<file path="src/rtl/bt_tx_scheduler.sv">
`default_nettype none
// ============================================================================
// Module   : bt_tx_scheduler
// Purpose  : round-robin share of one UART TX line among 4 requesters; one
//            byte per 8N1 frame. `define BT_TX_PARITY_EN adds an even parity bit.
// Revision : 1.0  initial release
// ============================================================================
module bt_tx_scheduler #(
  parameter int CLKS_PER_BIT = 13021,
  parameter int NUM_REQ      = 4
) (
  input  logic                 clk,
  input  logic                 reset_p,
  input  logic [NUM_REQ-1:0]   req,
  input  logic [8*NUM_REQ-1:0] data_flat,
  output logic [NUM_REQ-1:0]   ack,
  output logic [1:0]           grant_id,
  output logic                 busy,
  output logic                 frame_done,
  output logic                 TX
);

  localparam logic [14:0] C_BIT_LAST = 15'(CLKS_PER_BIT - 1);

  typedef enum logic [2:0] {
    S_IDLE   = 3'd0,
    S_START  = 3'd1,
    S_DATA   = 3'd2,
    S_PARITY = 3'd3,
    S_STOP   = 3'd4
  } state_t;

  state_t      r_state;
  logic [1:0]  r_ptr;
  logic [14:0] r_cnt;
  logic [2:0]  r_idx;
  logic [7:0]  r_shift;
`ifdef BT_TX_PARITY_EN
  logic        r_parity;
`endif

  logic        w_found;
  logic [1:0]  w_grant;
  logic [1:0]  w_idx;
  logic        w_bit_end;

  assign w_bit_end = (r_cnt == C_BIT_LAST);

  // Search starts just after the last winner, so the 2-bit add wraps naturally.
  always_comb begin
    w_found = 1'b0;
    w_grant = r_ptr;
    w_idx   = '0;
    for (int k = 1; k <= NUM_REQ; k++) begin
      w_idx = r_ptr + 2'(k);
      if (!w_found && req[w_idx]) begin
        w_found = 1'b1;
        w_grant = w_idx;
      end
    end
  end

  always_ff @(posedge clk or posedge reset_p) begin
    if (reset_p) begin
      r_state    <= S_IDLE;
      r_ptr      <= 2'd3;
      r_cnt      <= '0;
      r_idx      <= '0;
      r_shift    <= '0;
`ifdef BT_TX_PARITY_EN
      r_parity   <= 1'b0;
`endif
      ack        <= '0;
      grant_id   <= '0;
      busy       <= 1'b0;
      frame_done <= 1'b0;
      TX         <= 1'b1;
    end else begin
      ack        <= '0;
      frame_done <= 1'b0;
      if (r_state != S_IDLE)
        r_cnt <= w_bit_end ? '0 : r_cnt + 15'd1;
      case (r_state)
        S_IDLE: begin
          if (w_found) begin
            r_shift      <= data_flat[{w_grant, 3'b000} +: 8];
`ifdef BT_TX_PARITY_EN
            r_parity     <= ^data_flat[{w_grant, 3'b000} +: 8];
`endif
            ack[w_grant] <= 1'b1;
            grant_id     <= w_grant;
            r_ptr        <= w_grant;
            busy         <= 1'b1;
            TX           <= 1'b0;
            r_cnt        <= '0;
            r_state      <= S_START;
          end
        end
        S_START: begin
          if (w_bit_end) begin
            TX      <= r_shift[0];
            r_idx   <= '0;
            r_state <= S_DATA;
          end
        end
        S_DATA: begin
          if (w_bit_end) begin
            if (r_idx == 3'd7) begin
`ifdef BT_TX_PARITY_EN
              TX      <= r_parity;
              r_state <= S_PARITY;
`else
              TX      <= 1'b1;
              r_state <= S_STOP;
`endif
            end else begin
              // Present the next bit while shifting, so TX stays registered.
              r_idx   <= r_idx + 3'd1;
              r_shift <= r_shift >> 1;
              TX      <= r_shift[1];
            end
          end
        end
`ifdef BT_TX_PARITY_EN
        S_PARITY: begin
          if (w_bit_end) begin
            TX      <= 1'b1;
            r_state <= S_STOP;
          end
        end
`endif
        S_STOP: begin
          if (w_bit_end) begin
            frame_done <= 1'b1;
            busy       <= 1'b0;
            r_state    <= S_IDLE;
          end
        end
        default: r_state <= S_IDLE;
      endcase
    end
  end

endmodule
`default_nettype wire

</file>
<file path="config.mk">
export PLATFORM = sky130hd
export DESIGN_NAME = bt_tx_scheduler
export DESIGN_NICKNAME = d
export VERILOG_FILES = /design/src/rtl/bt_tx_scheduler.sv
export SDC_FILE = /design/constraint.sdc
export NUM_CORES = 1
export LEC_CHECK = 0
export ABC_AREA = 0
export CAP_MARGIN = 20
export CORE_ASPECT_RATIO = 1.75
export CORE_UTILIZATION = 35
export CTS_CLUSTER_SIZE = 25
export DETAILED_ROUTE_END_ITERATION = 10
export PLACE_DENSITY_LB_ADDON = 0.05
export SLEW_MARGIN = 20
export SYNTH_ARGS = -nofsm -noshare
export SYNTH_HDL_FRONTEND = slang
export SYNTH_SLANG_ARGS = --single-unit
</file>
<file path="constraint.sdc">
create_clock -name clk -period 2.4 [get_ports clk]
set_input_delay 0.36 -clock clk [delete_from_list [all_inputs] [get_ports clk]]
set_output_delay 0.36 -clock clk [all_outputs]
set_load 0.05 [all_outputs]
</file>
======== After elaboration in Yosys (flattened, before gate mapping) ========
Index checks and enable logic that the tools add are counted.
word-level totals
  register bits ........................... 40
  input port bits ......................... 38
  output and inout bits ................... 9
operators by class
  $add $sub $neg .......................... 5
  equal/unequal tests ..................... 11
  shift-type cells ........................ 1
  mux-type cells .......................... 47
  order comparisons ....................... 6
  reduce and logical (&&, ||, !) cells .... 19
operators by type and width
  kind                     count
  $mux W15                 4
  $shiftx A32 B6 Y8        1
  $mux W8                  3
  $mux W3                  7
  $mux W1                  17
  $pmux W8 S2              1
  $add A15 B1 Y15 const B  1
  $eq A15 B14 Y1 const B   1
  $lt A2 B3 Y1 const B     5
  $ne A2 B2 Y1 const B     6
  $pmux W3 S4              1
  $reduce_and A4 Y1        3
  $bmux W1 S2              4
  $mux W2                  4
  $mux W4                  2
  $eq A3 B3 Y1 const B     2
  $pmux W3 S2              1
  $reduce_bool A2 Y1       3
  $reduce_bool A3 Y1       2
  $reduce_and A5 Y1        1
  $add A2 B2 Y2 const B    2
  $logic_and A1 B1 Y1      4
  $add A3 B1 Y3 const B    1
  $eq A3 B1 Y1 const B     1
  other kinds (10)         12

======== Depth between registers and ports, before layout ========
Gate-level depths: netlist of run 1.
  depth in word-level cells ............... 19
  mapped depth ............................ 10
  mapped depth without buffers ............ 7

======== Worst setup path after synthesis of run 1 ========
Ideal clock, no wire load.
  path type ............................... reg-to-reg
  start ................................... reg r_cnt[0]
  end ..................................... reg r_cnt[4]
  setup time .............................. 0.083 ns
  slack ................................... 0.557 ns
  clock period less this slack ............ 1.843 ns
  cell stages (with the launch flop) ...... 10
  arrival ................................. 1.760 ns
  buffers on the path ..................... 2
  cell sequence ........................... dfrtp_1 inv_1 ha_1 nor3b_1 and4_1 buf_6 or2_1 buf_6 or3_1 o21ai_0
between the ends
  word-level cells in the longest chain between the ends .. 5
  elaborated cells between the ends (all ways) .. 6
  those cells by class .................... add/sub (1); eq/ne (1); mux (4)
RTL lines
  element                                                   line    source
  from (decl)                                               35      logic [14:0] r_cnt;
  from (signal assigned)                                    82      r_cnt <= w_bit_end ? '0 : r_cnt + 15'd1;
  $add A15 B1 Y15 / $eq A15 B14 Y1 (equally long branches)  82, 47
  $mux W15 *                                                82
  $mux W15 *                                                81      if (r_state != S_IDLE)
  $mux W15                                                  85      if (w_found) begin
  $mux W15 *                                                83      case (r_state)
Mark *: on every way between the ends. The rest lies on a longest branch, timed or not.
A chain may end at the register's enable or synchronous reset.

======== Worst setup path in the final report of run 1 ========
  start ................................... reg r_cnt[0]
  end ..................................... reg r_shift[6]
between the ends
  word-level cells in the longest chain between the ends .. 3
RTL lines
  element                      line  source
  $eq A15 B14 Y1               47    assign w_bit_end = (r_cnt == C_BIT_LAST);
  $ne A2 B2 Y1 (no line)       -
  $reduce_and A4 Y1 (no line)  -
  to (signal assigned)         86    r_shift <= data_flat[{w_grant, 3'b000} +: 8];
  to (signal assigned)         119   r_shift <= r_shift >> 1;
  to (decl)                    37    logic [7:0] r_shift;
No other way between the ends.

==> reports/results.txt, run 1 <==
status: finished clean
Routed wire per std cell: 15.0 um
IO Port Bufs: 46
Crit Path Max Fanout: 12
total routed wirelength: 5740 um
Setup TNS: 0 ns
Tot Pwr: 1540 uW
Resized cells post-CTS: 0
drc violations: 0
Yosys top cell area share: 0.392
Syn Std Cell Area: 2360 um2
Hold Fails Final Rpt: 0
Worst Hold Class: flop to flop
final setup violation count: 0
Syn Area/Cell: 9.53 um2
Root Buffer: clkbuf_16
register area share after synthesis: 0.425
antenna violations before repair: 0
EDFF count, synth: 0
largest net degree at the start of global routing: 41
hold buffer count at cts: 0
Total Routing Usage GR: 0.181
CP arrival: 2.22 ns
Post-CTS Setup Inserts: 0
CTS buffer count: 5
CTS tree: built
Non-Filler Instances: 384
slowest cell delay on critical path: 0.46 ns
GP Congestion: 0.806
hpwl dp: 4530 um
CP startpoint: r_cnt[0]
Initial Utilization: 0.361
CP cell instances: inv_1, ha_1, nor3b_1, and4_1, buf_4, a21oi_4, mux2i_1, o221ai_1
Rows: 39
Final Cycle Share: 0.868
Worst-path clk slew: 0.06 ns
share of synthesized registers carrying an async set or reset: 1.00
max-cap viol count: 0
DIE HEIGHT: 111 um
antenna violation net count after detailed routing: 0
main flop type after synthesis: dfrtp_1
synth top area cells: dfrtp_1, mux2i_1, nand2_1
first-pass GRT wire length: 10,100 um
Cell variety after synth: 49
vias: 2,019
clk_lat worst skew: 0.28 ns
Static Leak: 0.00135 uW
register bit total from synthesis: 40
grt ovf: 0
Area Overhead vs Synth: 31.0%
fmax: 480 MHz
clock sinks: 40
Clock Skews: 0.00641 ns
Hold Slack: 0.492 ns
Crit path required time: 2.54 ns
most frequent cell after synthesis: dfrtp_1
Synth area leader: dfrtp_1
crit end category: flop
fillers: 661
Post-synth top cells: dfrtp_1, mux2i_1, nand2_1
placed cells: 377
Synth Net Count: 290
die area: 7100 um2
critical path launch point type: flop
worst vdd ir: 0.330 mV
Worst path slowest cell: dfrtp_1
Final min period: 2.08 ns
Clock Tree Buf Depth: 2
Slew Viols, Final: 0
final net count: 344
DR vias/cell: 5.26
RSZ-0062 raised after global routing: false
share of cells above drive strength 1: 0.106
slew margin rel.: 0.644
crit path kind: flop to flop
first drt pass iteration count: 4
core area: 6540 um2
DRT iter0 DRCs: 93
# diodes: 0
Synth warnings: 0
H-tree depth: 2
die width: 64.1 um
IO Count: 47
Post-Synthesis Cells: 248
vias in the first global route: 2,255
Critical R2R Launch: r_cnt[0]
worst-margin pin slew: 0.533 ns
hold_sp: grant_id[1]
Pwr Density: 496 nW/um2
## report_power, final
part | total (uW) | switching [uW] | internal, uW
clock | 625 | 248 | 378
combinational | 202 | 86.9 | 115
sequential | 709 | 13.5 | 696
total | 1540 | 348 | 1190
## final cells by class
type,count,area [um2],area share
Sequential cell,40,1000,0.324
Clock buffer,6,129,0.0416
Timing Repair Buffer,59,571,0.184
Inverter,9,33.8,0.0109
Clock inverter,1,5.00,0.00162
Multi-Input combinational cell,187,1250,0.404
Tap cell,82,103,0.0331
## metal layers
layer	wire, um	vias to the layer above	GRT usage
met1	2060	968	0.169
met3	130	10	0.0237
met5	0	-	0
met4	148	0	0.0800
li1	-	1000	-
met2	3410	41	0.366
## registers in the layout (all words and copies together), names as in the netlist
signal / count
ack: 4
r_idx: 3
r_state: 3
r_cnt: 15
r_shift: 8
grant_id: 2
TX: 1
busy: 1
frame_done: 1
r_ptr: 2
## cells in the final DEF, fill, tap and decap left out, drive strengths merged, types with 6 or more instances in the layout
| cell type | netlist | routed |
|---|---|---|
| and2 | 9 | 9 |
| clkdlybuf4s50 | 0 | 46 |
| nand2b | 7 | 7 |
| clkbuf | 0 | 6 |
| dfrtp | 37 | 37 |
| nor2 | 21 | 21 |
| o221ai | 6 | 6 |
| nand2 | 22 | 22 |
| o21ai | 14 | 14 |
| a21o | 6 | 6 |
| nand3 | 6 | 6 |
| a21oi | 14 | 14 |
| inv | 9 | 9 |
| mux2i | 23 | 23 |
| nor3 | 7 | 7 |
| buf | 12 | 13 |
## final timing paths
path                                     to  slack [ns]  cells after the start
max in group asynchronous                TX        1.50                      3
worst min-delay path            grant_id[1]        0.49                      2
worst max-delay path             r_shift[6]        0.32                      8
min in group asynchronous          r_cnt[8]        0.52                      3
worst max register to register   r_shift[6]        0.32                      8
worst min register to register  grant_id[1]        0.49                      2
## worst max-delay path: cells and delay by family (launching register included)
kind            cells  cell delay, ns
mux                 1            0.24
fa+ha+maj           1            0.19
buf+inv             2            0.26
simple gates        2            0.34
flops               1            0.46
compound gates      2            0.45
## logic make-up (layout without fill, tap and decap cells)
kind of cell,count (synthesis),in the layout,share of synthesized area
AND/OR/NAND/NOR,101,101,0.233
multiplexers,25,25,0.107
buffers and inverters,21,75,0.0476
adder cells (fa/ha/maj),4,4,0.0212
AO/OA/AOI/OAI,55,55,0.158
XOR/XNOR,2,2,0.00741
flip-flops,40,40,0.425
## through the flow
step / utilization / worst slack (ns) / cell area [um2]
2_1_floorplan: - / 0.557 / 2360
3_3_place_gp: 0.453 / 0.140 / 2960
3_5_place_dp: 0.453 / 0.0947 / 2960
4_1_cts: 0.474 / 0.279 / 3100
5_1_grt: 0.474 / 0.118 / 3100
6_report: 0.474 / 0.316 / 3100
No activity file was read; power rests on OpenSTA's default activity.
==> run 2, diff against run 1 <==
Settings changed: CORE_UTILIZATION 35 to 45.
==> reports/results.txt, run 2 (synthesis gave the netlist of run 1 again) <==
Combinational Power Share: 0.143
post-route cell area: 3010 um2
Initial Utilization: 0.471
Crit path required time: 2.62 ns
Setup TNS: 0 ns
Tot Pwr: 1400 uW
Seq pwr share: 0.505
hpwl dp: 4050 um
Worst-path clk slew: 0.08 ns
Pwr Density: 467 nW/um2
first-pass GRT wire length: 9140 um
CTS buffer count: 5
FF+latch area: 1000 um2
Slew Viols, Final: 0
Final min period: 2.10 ns
clock sinks: 40
crit end category: flop
DRT iter0 DRCs: 76
die area: 5560 um2
total routed wirelength: 5330 um
Final Cycle Share: 0.873
vias: 2,008
Largest register FFs: 15
crit path kind: flop to flop
Internal: 1070 uW
Static Leak: 0.00132 uW
DIE HEIGHT: 97.9 um
grt ovf: 0
fmax: 477 MHz
Crit Path Max Fanout: 14
commonest non-fill, non-tap cell in the layout: clkdlybuf4s50_1
largest net degree at the start of global routing: 41
antenna violation net count after detailed routing: 0
GP Congestion: 0.788
Routed wire per std cell: 15.0 um
Clk pwr share: 0.352
Worst Hold Class: input port to async pin
die width: 56.8 um
worst vdd ir: 0.270 mV
Worst path slowest cell: dfrtp_1
Most flops, register: r_cnt
area of the multi-input gates: 1250 um2
core area: 5020 um2
vias in the first global route: 1,977
final net count: 341
worst-margin pin slew: 0.670 ns
CTS tree: built
Total Routing Usage GR: 0.211
CP cell instances: inv_1, ha_1, nor3b_1, and4_1, buf_4, or2_1, buf_4, or3_1, o21ai_0
first drt pass iteration count: 4
RSZ-0062 raised after global routing: false
# diodes: 0
fillers: 476
IO Count: 47
antenna violations before repair: 0
DR vias/cell: 5.67
Non-Filler Instances: 354
most frequent cells in the layout: clkdlybuf4s50_1, dfrtp_1, mux2i_1
biggest regs: r_cnt x15, r_shift x8, ack x4
Area Overhead vs Synth: 27.2%
Hold Fails Final Rpt: 0
Clock Tree Buf Depth: 2
H-tree depth: 2
Root Buffer: clkbuf_8
critical path launch point type: flop
cell mode on critical path: buf_4
Clock Skews: 0.00745 ns
share of cells above drive strength 1: 0.100
switch share: 0.236
Resized cells post-CTS: 0
drc violations: 0
placed cells: 346
slowest cell delay on critical path: 0.44 ns
clk_lat worst skew: 0.29 ns
Post-CTS Setup Inserts: 0
final setup violation count: 0
slew margin rel.: 0.550
hold buffer count at cts: 0
CP arrival: 2.31 ns
switching power: 331 uW
placed cell area: 2910 um2
max-cap viol count: 0
Rows: 34
IO Port Bufs: 46
status: finished clean
==> run 2: cell types whose count changed in the layout (fill, tap and decap cells not counted), sizes merged <==
cell / delta
clkbuf: +2
clkinv: -1
buf: -3
==> run 2: area by class of cell <==
class                   count  area share
inverters                   9      0.0112
flip-flops and latches     40       0.334
clock buffers               8      0.0333
well taps                  54      0.0225
multi-input cells         187       0.416
repair buffers             56       0.182
==> run 2: per-stage QoR <==
step	util	setup WS (ns)	hold WS, ns
final	0.599	0.304	0.480
after global placement	0.579	0.184	0.489
after global routing	0.599	0.157	0.529
after detailed placement	0.579	0.126	0.480
after floorplan	-	0.557	0.468
after CTS	0.599	0.296	0.512
==> run 2: power groups by stage <==
stage / registers [uW] / logic (uW) / clock network (uW)
floorplan: 725 / 97.7 / 0
global placement: 722 / 201 / 0
detailed placement: 721 / 203 / 0
CTS: 708 / 204 / 506
global route: 711 / 220 / 532
finish: 708 / 200 / 494
==> run 2: per-layer routing <==
| layer | track usage | up-vias | wire, um |
|---|---|---|---|
| met3 | 0.0318 | 9 | 177 |
| met1 | 0.228 | 936 | 1980 |
| met4 | 0.0788 | 0 | 125 |
| met2 | 0.402 | 61 | 3040 |
| li1 | - | 1002 | - |
| met5 | 0 | - | 0 |
==> run 2: path summary, 6_finish.rpt <==
kind,startpoint,endpoint,slack (ns),cells after the start
worst max-delay path,r_cnt[0],r_cnt[4],0.30,9
worst min-delay path,reset_p,r_cnt[3],0.48,3
worst max register to register,r_cnt[0],r_cnt[4],0.30,9
worst min register to register,grant_id[1],grant_id[1],0.51,2
max in group asynchronous,reset_p,r_ptr[1],1.52,3
min in group clk,grant_id[1],grant_id[1],0.51,2
==> run 2: worst max-delay path, delay by kind of cell, from the launching register on <==
family | cells | cell delay [ns]
adder cells (fa/ha/maj) | 1 | 0.19
AND/OR/NAND/NOR | 4 | 0.91
AO/OA/AOI/OAI | 1 | 0.07
flip-flops | 1 | 0.44
buffers and inverters | 3 | 0.42
